<file path="src/rtl/imem_loader_pkg.sv">
// Shared state encoding, defaults and checksum helper for the instruction-memory
// boot loader.
package imem_loader_pkg;

  typedef enum logic [2:0] {
    ST_IDLE    = 3'd0,
    ST_LEN_HI  = 3'd1,
    ST_LEN_LO  = 3'd2,
    ST_DATA_HI = 3'd3,
    ST_DATA_LO = 3'd4,
    ST_CHECK   = 3'd5,
    ST_DONE    = 3'd6,
    ST_ERR     = 3'd7
  } state_e;

  localparam logic [7:0]  DEF_SYNC_BYTE = 8'hA5;
  localparam int unsigned DEF_TIMEOUT   = 1024;

  // Running frame checksum: plain XOR of every byte after the sync marker.
  function automatic logic [7:0] chk_update(input logic [7:0] acc, input logic [7:0] b);
    return acc ^ b;
  endfunction

endpackage

</file>
<file path="src/rtl/imem_loader_if.sv">
// Byte-stream input channel plus instruction-memory write port of the boot loader.
// The loader sits on the slave side; the stream source / memory wrapper on master.
interface imem_loader_if #(
  parameter int unsigned ADDR_W = 8
);
  logic [7:0]        in_data;
  logic              in_valid;
  logic              in_ready;
  logic              imem_we;
  logic [ADDR_W-1:0] imem_addr;
  logic [15:0]       imem_wdata;

  modport master (
    output in_data, in_valid,
    input  in_ready, imem_we, imem_addr, imem_wdata
  );

  modport slave (
    input  in_data, in_valid,
    output in_ready, imem_we, imem_addr, imem_wdata
  );
endinterface

</file>
<file path="src/rtl/imem_loader.sv">
// Boot loader: receives a framed program image over a byte stream, writes it into
// instruction memory from address 0 and releases the CPU only after a clean checksum.
module imem_loader
  import imem_loader_pkg::*;
#(
  parameter int unsigned ADDR_W    = 8,
  parameter logic [7:0]  SYNC_BYTE = DEF_SYNC_BYTE,
  parameter int unsigned TIMEOUT   = DEF_TIMEOUT
) (
  input  logic         clk,
  input  logic         reset,
  imem_loader_if.slave bus,
  output logic         cpu_hold,
  output logic         busy,
  output logic         done,
  output logic         error
);

  localparam int unsigned      TMR_W    = $clog2(TIMEOUT + 1);
  localparam logic [TMR_W-1:0] TMR_LAST = TMR_W'(TIMEOUT - 1);
  localparam logic [16:0]      DEPTH    = 17'd1 << ADDR_W;

  state_e            state_r;
  logic              in_ready_r;
  logic              we_r;
  logic              hold_r;
  logic              done_r;
  logic              error_r;
  logic [ADDR_W-1:0] addr_r;
  logic [15:0]       wdata_r;
  logic [15:0]       len_r;
  logic [7:0]        hi_r;
  logic [7:0]        chk_r;
  logic [ADDR_W:0]   word_cnt_r;
  logic [TMR_W-1:0]  timer_r;

  logic              accept_s;
  logic [15:0]       len_s;
  logic [16:0]       next_cnt_s;

  assign accept_s   = bus.in_valid & in_ready_r;
  assign len_s      = {len_r[15:8], bus.in_data};
  // word_cnt is one bit wider than the address so a full-depth image is expressible.
  assign next_cnt_s = 17'(word_cnt_r) + 17'd1;

  // Frame FSM with registered handshake, write-port, hold and status outputs.
  always_ff @(posedge clk) begin
    if (!reset) begin
      state_r    <= ST_IDLE;
      in_ready_r <= 1'b0;
      we_r       <= 1'b0;
      addr_r     <= '0;
      wdata_r    <= 16'h0000;
      hold_r     <= 1'b1;
      done_r     <= 1'b0;
      error_r    <= 1'b0;
      len_r      <= 16'h0000;
      hi_r       <= 8'h00;
      chk_r      <= 8'h00;
      word_cnt_r <= '0;
      timer_r    <= '0;
    end else begin
      we_r       <= 1'b0;
      done_r     <= 1'b0;
      error_r    <= 1'b0;
      in_ready_r <= 1'b1;
      case (state_r)
        ST_IDLE: begin
          timer_r <= '0;
          if (accept_s && (bus.in_data == SYNC_BYTE)) begin
            state_r    <= ST_LEN_HI;
            hold_r     <= 1'b1;
            chk_r      <= 8'h00;
            word_cnt_r <= '0;
          end else begin
            state_r <= ST_IDLE;
          end
        end
        ST_LEN_HI, ST_LEN_LO, ST_DATA_HI, ST_DATA_LO, ST_CHECK: begin
          // An accepted byte always beats an expiring timer.
          if (accept_s) begin
            timer_r <= '0;
            case (state_r)
              ST_LEN_HI: begin
                len_r[15:8] <= bus.in_data;
                chk_r       <= chk_update(chk_r, bus.in_data);
                state_r     <= ST_LEN_LO;
              end
              ST_LEN_LO: begin
                len_r[7:0] <= bus.in_data;
                chk_r      <= chk_update(chk_r, bus.in_data);
                if ({1'b0, len_s} > DEPTH) begin
                  state_r    <= ST_ERR;
                  error_r    <= 1'b1;
                  in_ready_r <= 1'b0;
                end else if (len_s == 16'h0000) begin
                  state_r <= ST_CHECK;
                end else begin
                  state_r <= ST_DATA_HI;
                end
              end
              ST_DATA_HI: begin
                hi_r    <= bus.in_data;
                chk_r   <= chk_update(chk_r, bus.in_data);
                state_r <= ST_DATA_LO;
              end
              ST_DATA_LO: begin
                we_r       <= 1'b1;
                addr_r     <= word_cnt_r[ADDR_W-1:0];
                wdata_r    <= {hi_r, bus.in_data};
                chk_r      <= chk_update(chk_r, bus.in_data);
                word_cnt_r <= next_cnt_s[ADDR_W:0];
                if (next_cnt_s == {1'b0, len_r}) begin
                  state_r <= ST_CHECK;
                end else begin
                  state_r <= ST_DATA_HI;
                end
              end
              ST_CHECK: begin
                in_ready_r <= 1'b0;
                if (bus.in_data == chk_r) begin
                  state_r <= ST_DONE;
                  done_r  <= 1'b1;
                  hold_r  <= 1'b0;
                end else begin
                  state_r <= ST_ERR;
                  error_r <= 1'b1;
                end
              end
              default: state_r <= ST_IDLE;
            endcase
          end else if (timer_r == TMR_LAST) begin
            state_r    <= ST_ERR;
            error_r    <= 1'b1;
            in_ready_r <= 1'b0;
          end else begin
            timer_r <= timer_r + TMR_W'(1);
          end
        end
        ST_DONE, ST_ERR: begin
          state_r <= ST_IDLE;
          timer_r <= '0;
        end
        default: begin
          state_r <= ST_IDLE;
          hold_r  <= 1'b1;
        end
      endcase
    end
  end

  assign bus.in_ready   = in_ready_r;
  assign bus.imem_we    = we_r;
  assign bus.imem_addr  = addr_r;
  assign bus.imem_wdata = wdata_r;
  assign cpu_hold       = hold_r;
  assign busy           = (state_r != ST_IDLE);
  assign done           = done_r;
  assign error          = error_r;

endmodule

</file>
<file path="src/flat_wrapper.sv">
// flat-port wrapper written by rule: the top's interface ports become plain ports
module imem_loader_flat import imem_loader_pkg::*;
#(
  parameter int unsigned ADDR_W    = 8,
  parameter logic [7:0]  SYNC_BYTE = DEF_SYNC_BYTE,
  parameter int unsigned TIMEOUT   = DEF_TIMEOUT
)
  (clk, reset, cpu_hold, busy, done, error, bus_in_data, bus_in_valid, bus_in_ready, bus_imem_we, bus_imem_addr, bus_imem_wdata);
  imem_loader_if #(.ADDR_W(ADDR_W)) bus_i ();
  input  logic clk;
  input  logic reset;
  output logic cpu_hold;
  output logic busy;
  output logic done;
  output logic error;
  input wire logic [$bits(bus_i.in_data)-1:0] bus_in_data;
  input wire logic [$bits(bus_i.in_valid)-1:0] bus_in_valid;
  output wire logic [$bits(bus_i.in_ready)-1:0] bus_in_ready;
  output wire logic [$bits(bus_i.imem_we)-1:0] bus_imem_we;
  output wire logic [$bits(bus_i.imem_addr)-1:0] bus_imem_addr;
  output wire logic [$bits(bus_i.imem_wdata)-1:0] bus_imem_wdata;
  assign bus_i.in_data = bus_in_data;
  assign bus_i.in_valid = bus_in_valid;
  assign bus_in_ready = bus_i.in_ready;
  assign bus_imem_we = bus_i.imem_we;
  assign bus_imem_addr = bus_i.imem_addr;
  assign bus_imem_wdata = bus_i.imem_wdata;
  imem_loader #(.ADDR_W(ADDR_W), .SYNC_BYTE(SYNC_BYTE), .TIMEOUT(TIMEOUT)) u_core (.clk(clk), .reset(reset), .bus(bus_i), .cpu_hold(cpu_hold), .busy(busy), .done(done), .error(error));
endmodule
</file>
<file path="config.mk">
export PLATFORM = sky130hd
export DESIGN_NAME = imem_loader_flat
export DESIGN_NICKNAME = d
export VERILOG_FILES = /design/src/rtl/imem_loader_pkg.sv /design/src/rtl/imem_loader_if.sv /design/src/rtl/imem_loader.sv /design/src/flat_wrapper.sv
export SDC_FILE = /design/constraint.sdc
export NUM_CORES = 1
export LEC_CHECK = 0
export CAP_MARGIN = 15
export CORE_MARGIN = 10
export CORE_UTILIZATION = 47
export DETAILED_ROUTE_END_ITERATION = 7
export PLACE_DENSITY = 0.68
export SLEW_MARGIN = 30
export SYNTH_ARGS = -nofsm -noshare
export SYNTH_HDL_FRONTEND = slang
export SYNTH_SLANG_ARGS = --single-unit
</file>
<file path="constraint.sdc">
create_clock -name clk -period 2.8 [get_ports clk]
set_input_delay 0.56 -clock clk [delete_from_list [all_inputs] [get_ports clk]]
set_output_delay 0.56 -clock clk [all_outputs]
set_load 0.005 [all_outputs]
</file>
# Word-level counts from Yosys, hierarchy flattened
# Index checks and enable logic that the tools add are counted.
# W data, S select, Z words.
totals:
  input_bits: 11
  output_inout_bits: 30
  regBits: 84
  elab_cells: 94
op_classes:
  reduce_logical: 19
  order_cmp: 1
  mux: 37
  n_eq_ne: 19
  n_addsub: 2
  bitwise_logic: 2
ops:
  columns: ["cell", "n"]
  rows:
  - ["$mux W9", 3]
  - ["$mux W8", 3]
  - ["$mux W11", 2]
  - ["$pmux W11 S2", 1]
  - ["$pmux W9 S2", 1]
  - ["$eq A17 B16 Y1", 1]
  - ["$gt A16 B9 Y1 const B", 1]
  - ["$logic_not A16 Y1", 1]
  - ["$mux W1", 16]
  - ["$pmux W8 S2", 1]
  - ["$mux W3", 5]
  - ["$pmux W3 S5", 1]
  - ["$reduce_and A3 Y1", 5]
  - ["$eq A3 B3 Y1 const B", 4]
  - ["$reduce_and A4 Y1", 3]
  - ["$add A11 B1 Y11 const B", 1]
  - ["$eq A11 B10 Y1 const B", 1]
  - ["$add A9 B1 Y10 const B", 1]
  - ["$ne A2 B1 Y1 const B", 5]
  - ["$pmux W3 S3", 1]
  - ["$eq A8 B8 Y1", 1]
  - ["$eq A8 B8 Y1 const B", 1]
  - ["$xor A8 B8 Y8", 1]
  - ["$eq A3 B2 Y1 const B", 2]
  - ["other kinds (16)", 18]

# Logic depth before layout (Yosys ltp)
depth:
  word_depth: 6
  depth_mapped: 7
  depth_no_buf: 6

# Least setup slack after synthesis
# Ideal clock, no wire load.
synth_timing:
  path_type: "input to register"
  from: "input bus_in_data[5]"
  to: "register u_core.hold_r (netlist: u_core.cpu_hold)"
  n_path_buf: 1
  path_stages: 6
  t_arrival_ps: 1913
  path_slack_ps: 765
  required_time_ps: 2678
  cell_sequence: "clkbuf_1 -> xor2_1 -> nor4_1 -> nand2_1 -> or3_1 -> a221o_1"
synth_via:
  elab_chain_cells: 4
  elab_cells_between_ends: 6
  classes_between: "eq/ne: 4; reduce/logical: 2"
synth_rtl:
  columns: ["element", "line", "source"]
  rows:
  - ["start, declared", "flat_wrapper.sv:16", "input wire logic [$bits(bus_i.in_data)-1:0] bus_in_data;"]
  - ["$eq A8 B8 Y1", "imem_loader.sv:70", "if (accept_s && (bus.in_data == SYNC_BYTE)) begin"]
  - ["$logic_and A1 B1 Y1", "imem_loader.sv:70", null]
  - ["$ne A2 B1 Y1 (no source line)", null, null]
  - ["$reduce_and A5 Y1 (no source line) *", null, null]
  - ["end signal, assigned", "imem_loader.sv:54", "hold_r <= 1'b1;"]
  - ["end signal, assigned", "imem_loader.sv:72", "hold_r <= 1'b1;"]
  - ["end signal, assigned", "imem_loader.sv:124", "hold_r <= 1'b0;"]
  - ["end, declared", "imem_loader.sv:26", "logic hold_r;"]
# Mark *: on every way between the ends. The rest lies on a longest branch, timed or not.
# A chain may end at the register's enable or synchronous reset.

# Final worst setup path
layout_timing:
  from: "register u_core.state_r[1]"
  to: "output busy"
layout_via:
  elab_chain_cells: 1
layout_rtl:
  columns: ["element", "line", "source"]
  rows:
  - ["start, declared", "imem_loader.sv:23", "state_e state_r;"]
  - ["start signal, assigned", "imem_loader.sv:49", "state_r <= ST_IDLE;"]
  - ["start signal, assigned", "imem_loader.sv:71", "state_r <= ST_LEN_HI;"]
  - ["start signal, assigned", "imem_loader.sv:76", "state_r <= ST_IDLE;"]
  - ["$reduce_bool A3 Y1", "imem_loader.sv:157", "assign busy = (state_r != ST_IDLE);"]
  - ["end, declared", "flat_wrapper.sv:13", "output logic busy;"]
# Every way passes these cells.

==> metrics.sh <==
SWITCHING_POWER_uW=544
DRTANTENNAVIOLNETS=0
DP_HPWL_UM=6720
POST-CTS-SETUP-BUFFERS=0
SYNTH_NETS=491
OUTCOME='complete, no violations'
FIRST_PASS_GRT_WIRE_LENGTH_UM=16200
INITIAL_UTILIZATION_PCT=47.7
FIRST_GLOBAL_VIAS=3325
GRTUSAGETOTAL_PCT=15.2
PORTBUFFERS=40
CTS_MADE_BUFFERS=9
CTSRESIZECOUNT=0
FINAL_HOLD_VIOL_COUNT=0
POST-ROUTE-MIN-PERIOD_NS=2.34
SETUP_VIOL_COUNT_FINAL=0
ANTENNA_FOUND_INITIAL=0
NUMBER_OF_SINKS_DRIVEN_BY_THE_CLOCK_TREE=84
WORST_CLOCK_SKEW_ON_THE_FINAL_LAYOUT_NS=0.0102
POST_SYNTH_MOST_FREQUENT_CELLS='84 x sky130_fd_sc_hd__dfxtp_1, 69 x sky130_fd_sc_hd__nand2_1, 56 x sky130_fd_sc_hd__a21oi_1, 46 x sky130_fd_sc_hd__nor2_1, 31 x sky130_fd_sc_hd__clkbuf_1'
SYNTH_SEQUENTIAL_AREA_RATIO_PCT=43.6
P_PER_AREA_mW_PER_MM2=478
DRT_ITER0_DRC=139
PATH_CLK_SLEW_NS=0.10
FINALCRITPERIODSHARE_PCT=83.5
FINAL_NET_COUNT=523
DIODES_INSERTED=0
SYN-CELL-AREA_SQ_MM=0.00386
SEQ_POWER_SHARE_PCT=54.1
SYNTH-EDFF-COUNT=0
CRITPATHMAXSTAGEDELAY_NS=0.50
P_INT_mW=1.67
SLEW_HEADROOM_PCT=62.2
CLOCK_PATH_BUFFERS=2
REQUIRED_NS=2.24
PLACEABLECOREAREA_SQ_MM=0.00809
YOSYS.CELL_COUNT.TOP_TYPE='sky130_fd_sc_hd__dfxtp_1'
WORSTSETUPENDPOINTTYPE='primary output'
WORST_PATH_MAX_DELAY_CELL='sky130_fd_sc_hd__or3_1'
VIA_DENSITY_PER_INSTANCE=5.68
MIN_PATH_TYPE='register to register'
SYNTHESIZED_INSTANCE_COUNT=478
FINAL_LAYOUT_SIZE_SUFFIX_GT1_SHARE_PCT=8.16
SYN-MEAN-INSTANCE-AREA_SQ_UM=8.08
CRIT_TYPE='register to primary output'
FINAL_SUM_OF_NEGATIVE_SETUP_SLACK_NS=0
CLOCK_TREE.ROOT_CELL='sky130_fd_sc_hd__clkbuf_8'
MIN_PATH_CELLS=2
CLOCK.FMAX_MHz=428
YOSYS_REGISTER_BITS=84
CLKLATENCYLATEPIN_NS=0.36
H_TREE_DEPTH=3
DIE_H_UM=111
GRT_OVERFLOW=0
MAX_CAP_VIOLATIONS=0
WORSTMARGINPINSLEW_NS=0.565
AREA_GROWTH_PCT=19.8
DRT-TOTAL-WL_UM=9460
SYNTHDISTINCTLIBCELLS=50
TIMING.CRITICAL_PATH.FANOUT_MAX=12
TIMING.FINAL.WS_SETUP_NS=0.462
NUM_ROWS=33
GRT_START_MAX_NET_PINS=52
CRIT_PATH_CELL_TRACE='or3_1, clkdlybuf4s50_1'
TIMING.CRITICAL_PATH.ARRIVAL_NS=1.78
R2R.WORST_PATH.CELLS=6
DRT_DRC_VIOLATIONS_LEFT=0
POWER_FRAC_CLOCK_PCT=42.2
POST_DRT_WL_PER_CELL_UM=15.3
POSTSYNTH.TOPFLOPCELL='sky130_fd_sc_hd__dfxtp_1'
ROUTABILITYCONGESTION=0.830
IRDROPWORSTVDD_V=0.000327
CTS.HOLD.BUFFERS_ADDED=0
TRITONCTS='yes'
TIMING_MAX_TRANSITION_VIOLATIONS_FINAL=0
SYNTH_LARGEST_AREA_CELL='sky130_fd_sc_hd__dfxtp_1'
WORSTSETUPSTARTPOINTTYPE='register'
FP.DIEW_UM=111
YS_WARN_COUNT=0
P_LEAK_nW=1.53
COMB_POWER_SHARE_PCT=3.7
YOSYSTOPAREACELLSHARE_PCT=43.6
DRT_PASS1_ITERATIONS=5
DETAILROUTE.VIA_COUNT=3519
RSZ0062_AT_GRT='false'
DIE_AREA_SQ_MM=0.0122
ASYNC_RESET_FF_SHARE_PCT=0
CELL_TYPES_OCCUPYING_THE_MOST_AREA_AFTER_SYNTHESIS='sky130_fd_sc_hd__dfxtp_1 44%, sky130_fd_sc_hd__a21oi_1 7.3%, sky130_fd_sc_hd__nand2_1 6.7%, sky130_fd_sc_hd__nor2_1 4.5%, sky130_fd_sc_hd__mux2i_1 4.1%'
WORST_SETUP_SLACK_POST_DPL_NS=0.153
SWITCHING_SHARE_PCT=24.6
IO-PIN-COUNT=41
power by group through the flow:
stage	clock [mW]	combinational (mW)	sequential, mW
after floorplan	0	0.0427	1.22
after global placement	0	0.0807	1.22
after detailed placement	0	0.0807	1.22
after CTS	0.954	0.0810	1.19
after global routing	1.00	0.0876	1.20
final	0.933	0.0811	1.19
stage by stage:
step | total power, mW | util (%) | instances | cell area [sq um] | hold slack, ns
finish | 2.21 | 57.1 | 620 | 4620 | 0.457
global route | 2.29 | 57.1 | 620 | 4620 | 0.475
CTS | 2.23 | 57.1 | 620 | 4620 | 0.461
detailed placement | 1.30 | 54.4 | 604 | 4410 | 0.448
global placement | 1.30 | 54.4 | 604 | 4410 | 0.441
floorplan | 1.27 | - | 478 | 3860 | 0.431
registers in the layout, summed over array words and instances, names as in the netlist, 3 cells and up:
signal                 cells
u_core.bus.imem_addr       8
u_core.word_cnt_r          9
u_core.len_r              16
u_core.chk_r               8
u_core.hi_r                8
u_core.bus.imem_wdata     16
u_core.state_r             3
u_core.timer_r            11
layout by cell type, fill, tap and decap left out, types with 14 or more instances in the layout:
cell type / netlist / layout
sky130_fd_sc_hd__nor2_1: 46 / 46
sky130_fd_sc_hd__buf_4: 0 / 17
sky130_fd_sc_hd__a21oi_1: 56 / 56
sky130_fd_sc_hd__xor2_1: 14 / 14
sky130_fd_sc_hd__mux2i_1: 16 / 16
sky130_fd_sc_hd__dfxtp_1: 84 / 84
sky130_fd_sc_hd__nand2_1: 69 / 69
sky130_fd_sc_hd__clkdlybuf4s50_1: 0 / 40
sky130_fd_sc_hd__nand3_1: 17 / 17
sky130_fd_sc_hd__o21ai_0: 19 / 19
per-layer routing:
layer / routed length (um) / global-route usage (%)
met5: 0 / 0
met4: 201 / 6.16
met3: 649 / 4.82
met2: 4420 / 23.9
met1: 4190 / 18.6
logic make-up after synthesis:
kind of cell,after synthesis,share of synthesized area [%]
adders and majority gates,2,0.648
muxes,16,4.15
buffers and inverters,43,4.24
DFF,84,43.6
AOI/OAI and AO/OA,105,16.0
xor gates and xnor gates,24,5.44
and+or+nand+nor,204,26.0
layout make-up:
type                    instances  area [sq um]
well taps                     105           131
inverters                       6          22.5
fillers                       768          3470
multi-input cells             351          2020
clock inverters                 7          95.1
clock buffers                   9           124
repair buffers                 58           548
flip-flops and latches         84          1680
worst paths after layout:
kind,start,to,slack (ns)
max reg2reg,u_core.word_cnt_r[1]$_SDFFE_PN0P_,u_core.state_r[2]$_SDFFE_PN0P_,0.61
max,u_core.state_r[1]$_SDFFE_PN0P_,busy,0.46
min,u_core.hi_r[2]$_SDFFE_PN0P_,u_core.bus.imem_wdata[10]$_SDFFE_PN0P_,0.46
min reg2reg,u_core.hi_r[2]$_SDFFE_PN0P_,u_core.bus.imem_wdata[10]$_SDFFE_PN0P_,0.46
worst max-delay path: cells and delay by family, from the launching register on:
| kind | cells | cell delay [ns] |
|---|---|---|
| buffers and inverters | 1 | 0.49 |
| flip-flops | 1 | 0.44 |
| AND/OR/NAND/NOR | 1 | 0.50 |
Power figures use the tool's default switching activity.
